`src/rtl/in_vitro_scan_pkg.sv`:
```
// in_vitro_scan_pkg: shared scanner state encoding and channel-index sizing
package in_vitro_scan_pkg;
   typedef enum logic [1:0] {IDLE, SETTLE, SAMPLE, EMIT} state_t;
   localparam int NUM_CH_DEF = 12;
   localparam int CH_W = 4;
endpackage

```
`src/rtl/scan_accumulator.sv`:
```
// scan_accumulator: per-channel sample sum with count and shifted average
// ports: clk, rst (async), clear, add, data in; last (next add completes the set), avg_next (average including data)
module scan_accumulator #(
   parameter int SAMPLE_W = 12,
   parameter int AVG_LOG2 = 2
) (
   input  logic                clk,
   input  logic                rst,
   input  logic                clear,
   input  logic                add,
   input  logic [SAMPLE_W-1:0] data,
   output logic                last,
   output logic [SAMPLE_W-1:0] avg_next
);
   localparam int ACC_W = SAMPLE_W + AVG_LOG2;
   localparam int N = 1 << AVG_LOG2;
   logic [ACC_W-1:0] acc, sum;
   logic [AVG_LOG2:0] cnt;
   assign sum = acc + ACC_W'(data);
   // average is taken from the sum including the transfer in flight so the result registers on the same edge
   assign avg_next = SAMPLE_W'(sum >> AVG_LOG2);
   assign last = int'(cnt) == N - 1;
   always_ff @(posedge clk or posedge rst)
      if (rst) begin
         acc <= '0;
         cnt <= '0;
      end else if (clear) begin
         acc <= '0;
         cnt <= '0;
      end else if (add) begin
         acc <= sum;
         cnt <= cnt + 1'b1;
      end
endmodule

```
`src/rtl/in_vitro_readout_scanner.sv`:
```
// in_vitro_readout_scanner: per-channel mux settle, averaged ADC sampling and thresholded result stream
// ports: clk, rst (async); start/threshold/busy/done scan control; ch_sel mux select;
//        adc_req/adc_ack/adc_data sample handshake; out_valid/out_ready/out_ch/out_value/out_over result stream
module in_vitro_readout_scanner
   import in_vitro_scan_pkg::*;
#(
   parameter int NUM_CH     = NUM_CH_DEF,
   parameter int SAMPLE_W   = 12,
   parameter int AVG_LOG2   = 2,
   parameter int SETTLE_CYC = 8
) (
   input  logic                clk,
   input  logic                rst,
   input  logic                start,
   input  logic [SAMPLE_W-1:0] threshold,
   output logic                busy,
   output logic                done,
   output logic [CH_W-1:0]     ch_sel,
   output logic                adc_req,
   input  logic                adc_ack,
   input  logic [SAMPLE_W-1:0] adc_data,
   output logic                out_valid,
   input  logic                out_ready,
   output logic [CH_W-1:0]     out_ch,
   output logic [SAMPLE_W-1:0] out_value,
   output logic                out_over
);
   state_t state;
   logic [7:0] settle_cnt;
   logic [SAMPLE_W-1:0] thr;
   logic xfer, accept, acc_last;
   logic [SAMPLE_W-1:0] avg_next;
   assign xfer = adc_req && adc_ack;
   assign accept = out_valid && out_ready;
   scan_accumulator #(.SAMPLE_W(SAMPLE_W), .AVG_LOG2(AVG_LOG2)) u_acc (
      .clk(clk),
      .rst(rst),
      .clear((state == IDLE && start) || accept),
      .add(xfer),
      .data(adc_data),
      .last(acc_last),
      .avg_next(avg_next)
   );
   always_ff @(posedge clk or posedge rst)
      if (rst) begin
         state <= IDLE;
         settle_cnt <= '0;
         thr <= '0;
         busy <= 1'b0;
         done <= 1'b0;
         ch_sel <= '0;
         adc_req <= 1'b0;
         out_valid <= 1'b0;
         out_ch <= '0;
         out_value <= '0;
         out_over <= 1'b0;
      end else begin
         done <= 1'b0;
         case (state)
            IDLE:
               if (start) begin
                  thr <= threshold;
                  ch_sel <= '0;
                  busy <= 1'b1;
                  settle_cnt <= '0;
                  state <= SETTLE;
               end
            SETTLE:
               if (settle_cnt == 8'(SETTLE_CYC - 1)) begin
                  adc_req <= 1'b1;
                  state <= SAMPLE;
               end else
                  settle_cnt <= settle_cnt + 8'd1;
            SAMPLE:
               if (xfer && acc_last) begin
                  adc_req <= 1'b0;
                  out_valid <= 1'b1;
                  out_ch <= ch_sel;
                  out_value <= avg_next;
                  out_over <= avg_next >= thr;
                  state <= EMIT;
               end
            EMIT:
               if (out_ready) begin
                  out_valid <= 1'b0;
                  settle_cnt <= '0;
                  if (ch_sel == CH_W'(NUM_CH - 1)) begin
                     busy <= 1'b0;
                     done <= 1'b1;
                     state <= IDLE;
                  end else begin
                     ch_sel <= ch_sel + CH_W'(1);
                     state <= SETTLE;
                  end
               end
         endcase
      end
endmodule

```
`config.mk`:
```
export PLATFORM = sky130hd
export DESIGN_NAME = in_vitro_readout_scanner
export DESIGN_NICKNAME = d
export VERILOG_FILES = /design/src/rtl/in_vitro_scan_pkg.sv /design/src/rtl/scan_accumulator.sv /design/src/rtl/in_vitro_readout_scanner.sv
export SDC_FILE = /design/constraint.sdc
export NUM_CORES = 1
export LEC_CHECK = 0
export ABC_AREA = 0
export CAP_MARGIN = 0
export CORE_ASPECT_RATIO = 0.5
export CORE_MARGIN = 8
export CORE_UTILIZATION = 45
export CTS_BUF_LIST = sky130_fd_sc_hd__clkbuf_8
export CTS_CLUSTER_DIAMETER = 30
export DETAILED_ROUTE_END_ITERATION = 6
export GPL_ROUTABILITY_DRIVEN = 1
export MAX_ROUTING_LAYER = met4
export PLACE_DENSITY_LB_ADDON = 0.2
export SLEW_MARGIN = 20
export SYNTH_ARGS = -nofsm -noshare
export SYNTH_HDL_FRONTEND = slang
export SYNTH_HIERARCHICAL = 1
export SYNTH_SLANG_ARGS = --single-unit
export TNS_END_PERCENT = 100
```
`constraint.sdc`:
```
create_clock -name clk -period 7.5 [get_ports clk]
set_clock_uncertainty 0.15 [all_clocks]
set_input_delay 1.125 -clock clk [delete_from_list [all_inputs] [get_ports clk]]
set_output_delay 1.125 -clock clk [all_outputs]
set_load 0.02 [all_outputs]
```
# After elaboration in Yosys (flattened, before gate mapping)
# Index checks and enable logic that the tools add are counted.
[classes]
addsub = 4
n_lt_le_gt_ge = 1
n_eq_ne = 13
mux = 31
reduce_logical = 19
[op_table]
columns = ["operator", "n"]
rows = [
  ["$mux W14", 2],
  ["$mux W8", 3],
  ["$pmux W8 S3", 1],
  ["$reduce_and A4 Y1", 4],
  ["$add A14 B12 Y14", 1],
  ["$ne A2 B2 Y1 const B", 7],
  ["$ge A12 B12 Y1", 1],
  ["$mux W4", 3],
  ["$mux W1", 11],
  ["$add A8 B1 Y8 const B", 1],
  ["$eq A8 B3 Y1 const B", 1],
  ["$mux W2", 4],
  ["$pmux W2 S4", 1],
  ["$pmux W4 S2", 1],
  ["$reduce_bool A2 Y1", 4],
  ["$mux W3", 2],
  ["$pmux W1 S2", 3],
  ["$reduce_and A3 Y1", 2],
  ["$add A4 B1 Y4 const B", 1],
  ["$eq A2 B2 Y1 const B", 2],
  ["$eq A4 B4 Y1 const B", 1],
  ["$logic_and A1 B1 Y1", 4],
  ["$reduce_and A2 Y1", 2],
  ["$add A3 B1 Y3 const B", 1],
  ["other kinds (5)", 5],
]
[word_totals]
regBits = 64
in_bits = 29
out_inout_bits = 25
word_cells = 81

# Longest topological paths before layout
[depth]
ltp_word = 4
ltp_mapped = 13
mapped_depth_nobuf = 13

# Hierarchy
# The synthesis kept the hierarchy.
[modules_own_cells]
columns = ["module", "n_inst", "cells_each", "area_each_um2"]
rows = [
  ["in_vitro_readout_scanner", 1, 247, 2389.8],
  ["scan_accumulator", 1, 132, 1315.0],
]

# Least setup slack after synthesis
# OpenSTA, ideal clock, no wires.
[synth_path]
path_kind = "input-to-reg"
start = "input adc_data[0]"
end = "register out_over"
setup_ns = 0.137
t_arrival_ns = 3.924
required_ns = 7.213
setup_slack_ns = 3.289
path_stages = 13
cell_sequence = "ha_1 -> fa_1 -> a21o_1 -> a221oi_2 -> o311ai_2 -> a21o_1 -> a21oi_1 -> xnor2_1 -> ha_1 -> a21oi_1 -> nand2_1 -> a2111oi_0 -> a21oi_1"
[synth_between]
elab_chain_cells = 2
[synth_rtl]
columns = ["item", "line_no", "source"]
rows = [
  ["start, declared", "in_vitro_readout_scanner.sv:21", "input logic [SAMPLE_W-1:0] adc_data,"],
  ["$add A14 B12 Y14", "scan_accumulator.sv:19", "assign sum = acc + ACC_W'(data);"],
  ["via avg_next[10]", "in_vitro_readout_scanner.sv:32", "logic [SAMPLE_W-1:0] avg_next;"],
  ["$ge A12 B12 Y1", "in_vitro_readout_scanner.sv:80", "out_over <= avg_next >= thr;"],
  ["end signal, assigned", "in_vitro_readout_scanner.sv:80", ""],
  ["end, declared", "in_vitro_readout_scanner.sv:26", "output logic out_over"],
]
# The timed path passes the listed nets, and every way through them passes these cells.
# A chain may end at the register's enable or synchronous reset.

# Final worst setup path
# Ends and elaborated chain as after synthesis.

==> impl_metrics.json <==
{
  "via_per_inst": 5.35,
  "r2r-end": "out_over",
  "whs_path_depth": 2,
  "endpoint_kind": "flip-flop",
  "ys.flop_type": "dfrtp_1",
  "fin_nets": 497,
  "ys_async_sr_fraction": 1.00,
  "finalHoldViolCount": 0,
  "syn_inst": 379,
  "tritoncts": "done",
  "whs_endpoint": "out_value[11]",
  "setup_viol": 0,
  "cp-start-kind": "input port",
  "fin_crit_sh": 0.624,
  "clk_pin_slew_ps": 60,
  "drv_slew": 0,
  "worst_slew_pin_slew_ps": 952,
  "insertion_delay_ps": 360,
  "die_w_microns": 144,
  "reg2reg_depth": 13,
  "drv_cap": 0,
  "io_buffers": 53,
  "p_leak_nw": 2.22,
  "critPathKind": "input port to flip-flop",
  "track_usage": 0.170,
  "placed_area_sq_um": 4350,
  "crit_chain": "clkdlybuf4s50_1, ha_1, fa_1, a21o_1, a221oi_2, o311ai_2, a21o_1, a21oi_1, xnor2_1, ha_1, a21oi_1, nand2_1, a2111oi_0, a21oi_1",
  "synth.top_cell.area_share": 0.432,
  "drive_gt1_frac": 0.0868,
  "post-place-ws_ps": 2520,
  "antenna_found_initial": 0,
  "power.total_mw": 1.43,
  "cp.arrival_ps": 4730,
  "drtAntennaViolNets": 0,
  "clk_path_buf_depth": 2,
  "crit_slowest_cell": "a2111oi_0",
  "r2r-start": "u_acc/acc[0]",
  "dp_hpwl_microns": 6600,
  "grt_pass1_vias": 3030,
  "first_pass_iters": 4,
  "utilization": 0.569,
  "std_cell_rows": 23,
  "detail_route.wl_per_cell_microns": 16.3,
  "rsz0062_at_grt": "no",
  "setup_ws_ps": 2820,
  "initial_core_util": 0.463,
  "register_area_sq_um": 1600,
  "synth-edff-count": 0,
  "path_max_fanout": 3,
  "grt_pass1_wl_microns": 14900,
  "cts-htree-levels": 3,
  "cts_root_buffer": "clkbuf_8",
  "drt_iter0_drc": 141,
  "diodes": 0,
  "yosysTopAreaCell": "dfrtp_1",
  "final.setup.tns_ps": 0,
  "num_io_pins": 54,
  "post_cts_buffers": 0,
  "crit_required_ps": 7550,
  "cp_top_family": "compound AO/OA/AOI/OAI gates",
  "yosys-top-cells-area": "dfrtp_1 43%, ha_1 11%, nand2_1 6.5%, mux2_2 4.3%, mux2i_1 3.0%",
  "n_fill_cell": 708,
  "min_from": "out_value[11]",
  "cts_buffers": 9,
  "worst-path-buf-inv": 1,
  "synth.top_cells.by_count": "64 x dfrtp_1, 64 x nand2_1, 33 x ha_1",
  "synth_area_sq_um": 3700,
  "critPathMaxStageDelay_ps": 490,
  "cts.sinks": 64,
  "cpMostUsedCell": "a21oi_1",
  "rrSetupSlack_ps": 3630,
  "multiInputGateArea_sq_um": 1960,
  "die_y_microns": 80.2,
  "stdcell_area_sq_um": 4550,
  "area_delta_synth_final_pct": 22.8,
  "pwr_density_cell_nw_per_um2": 315,
  "syn_avg_cell_area_sq_um": 9.78,
  "cts_resized": 0,
  "yosysWarningCount": 6,
  "hold_class": "flip-flop to flip-flop",
  "cts_hold_buf": 0,
  "syn-num-nets": 442,
  "fin_crit_ps": 4680,
  "yosysSeqAreaShare": 0.432,
  "yosysUniqueCellTypes": 52,
  "status": "finished, final reports clean",
  "fmaxAchievable_ghz": 0.214,
  "grt_max_degree": 48,
  "ys_seq_elements": 64,
  "dieArea_sq_um": 11600,
  "gp_congestion": 0.850,
  "wirelength_microns": 8960,
  "gr-total-overflow": 0,
  "coreArea_sq_um": 8000,
  "slew_headroom": 0.366,
  "num_vias": 2941,
  "drcViolationCount": 0,
  "ir_drop_mv": 0.129
}
power breakdown:
part / internal, mW / switching, mW / total (mW) / leakage, nW
registers: 0.420 / 0.0574 / 0.477 / 0.846
logic: 0.281 / 0.356 / 0.636 / 1.27
clock network: 0.182 / 0.137 / 0.319 / 0.109
total: 0.882 / 0.550 / 1.43 / 2.22
flip-flops by register name, indices dropped and copies added (netlist names):
| name | flops |
|---|---|
| thr | 12 |
| u_acc/cnt | 3 |
| done | 1 |
| out_ch | 4 |
| adc_req | 1 |
| busy | 1 |
| u_acc/acc | 14 |
| ch_sel | 4 |
| out_over | 1 |
| out_value | 12 |
| out_valid | 1 |
| state | 2 |
| settle_cnt | 8 |
worst max-delay path by stage:
| stage | slack, ps | cells past startpoint | from | endpoint |
|---|---|---|---|---|
| after floorplan | 3290 | 13 | adc_data[0] | out_over |
| after global placement | 2660 | 14 | adc_data[0] | out_over |
| after detailed placement | 2520 | 14 | adc_data[0] | out_over |
| after CTS | 2870 | 14 | adc_data[0] | out_over |
| after global routing | 2670 | 14 | adc_data[0] | out_over |
| final | 2820 | 14 | adc_data[0] | out_over |
placed cells by master (no fill, tap or decap), types with 3 or more instances in the layout:
| cell type | n |
|---|---|
| nand3_1 | 7 |
| xor2_1 | 5 |
| a21o_1 | 10 |
| clkbuf_8 | 9 |
| nand4_1 | 3 |
| mux2_2 | 14 |
| ha_1 | 33 |
| o21ai_0 | 16 |
| nand2_1 | 64 |
| a22o_1 | 4 |
| mux2i_1 | 11 |
| clkdlybuf4s50_1 | 53 |
| and3_1 | 5 |
| or3_1 | 3 |
| xnor2_1 | 9 |
| a2111oi_0 | 3 |
| a21oi_1 | 19 |
| inv_1 | 31 |
| nor2_1 | 24 |
| o22ai_1 | 4 |
| nand3b_1 | 3 |
| dfrtp_1 | 64 |
| o31ai_1 | 4 |
logic make-up after synthesis:
family	synth area share
simple gates	0.149
compound gates	0.152
flops	0.432
buf+inv	0.0402
fa+ha+maj	0.117
mux	0.0763
xor+xnor	0.0331
per-layer routing:
metal | global-route usage | vias up | share of wire
li1 | - | 1428 | -
met1 | 0.206 | 1443 | 0.46
met2 | 0.266 | 58 | 0.47
met3 | 0.0526 | 12 | 0.053
met4 | 0.0546 | 0 | 0.012
met5 | - | - | 0
worst min-delay path: cells and delay by family (launching register included):
kind,cells,cell delay [ps]
DFF,1,340
and+or+nand+nor,2,100
area by class of cell:
type                            instances  area share
Timing Repair Buffer                   54       0.118
Sequential cell                        64       0.352
Inverter                               29      0.0242
Multi-Input combinational cell        276       0.430
Tap cell                              112      0.0308
Clock buffer                            9      0.0272
Clock inverter                          6      0.0173
through the flow:
step | std cells | hold slack, ps
final | 550 | 324
after global routing | 550 | 345
after CTS | 550 | 329
after detailed placement | 535 | 313
after global placement | 535 | 311
after floorplan | 379 | 314
(Power assumes the default switching activity.)
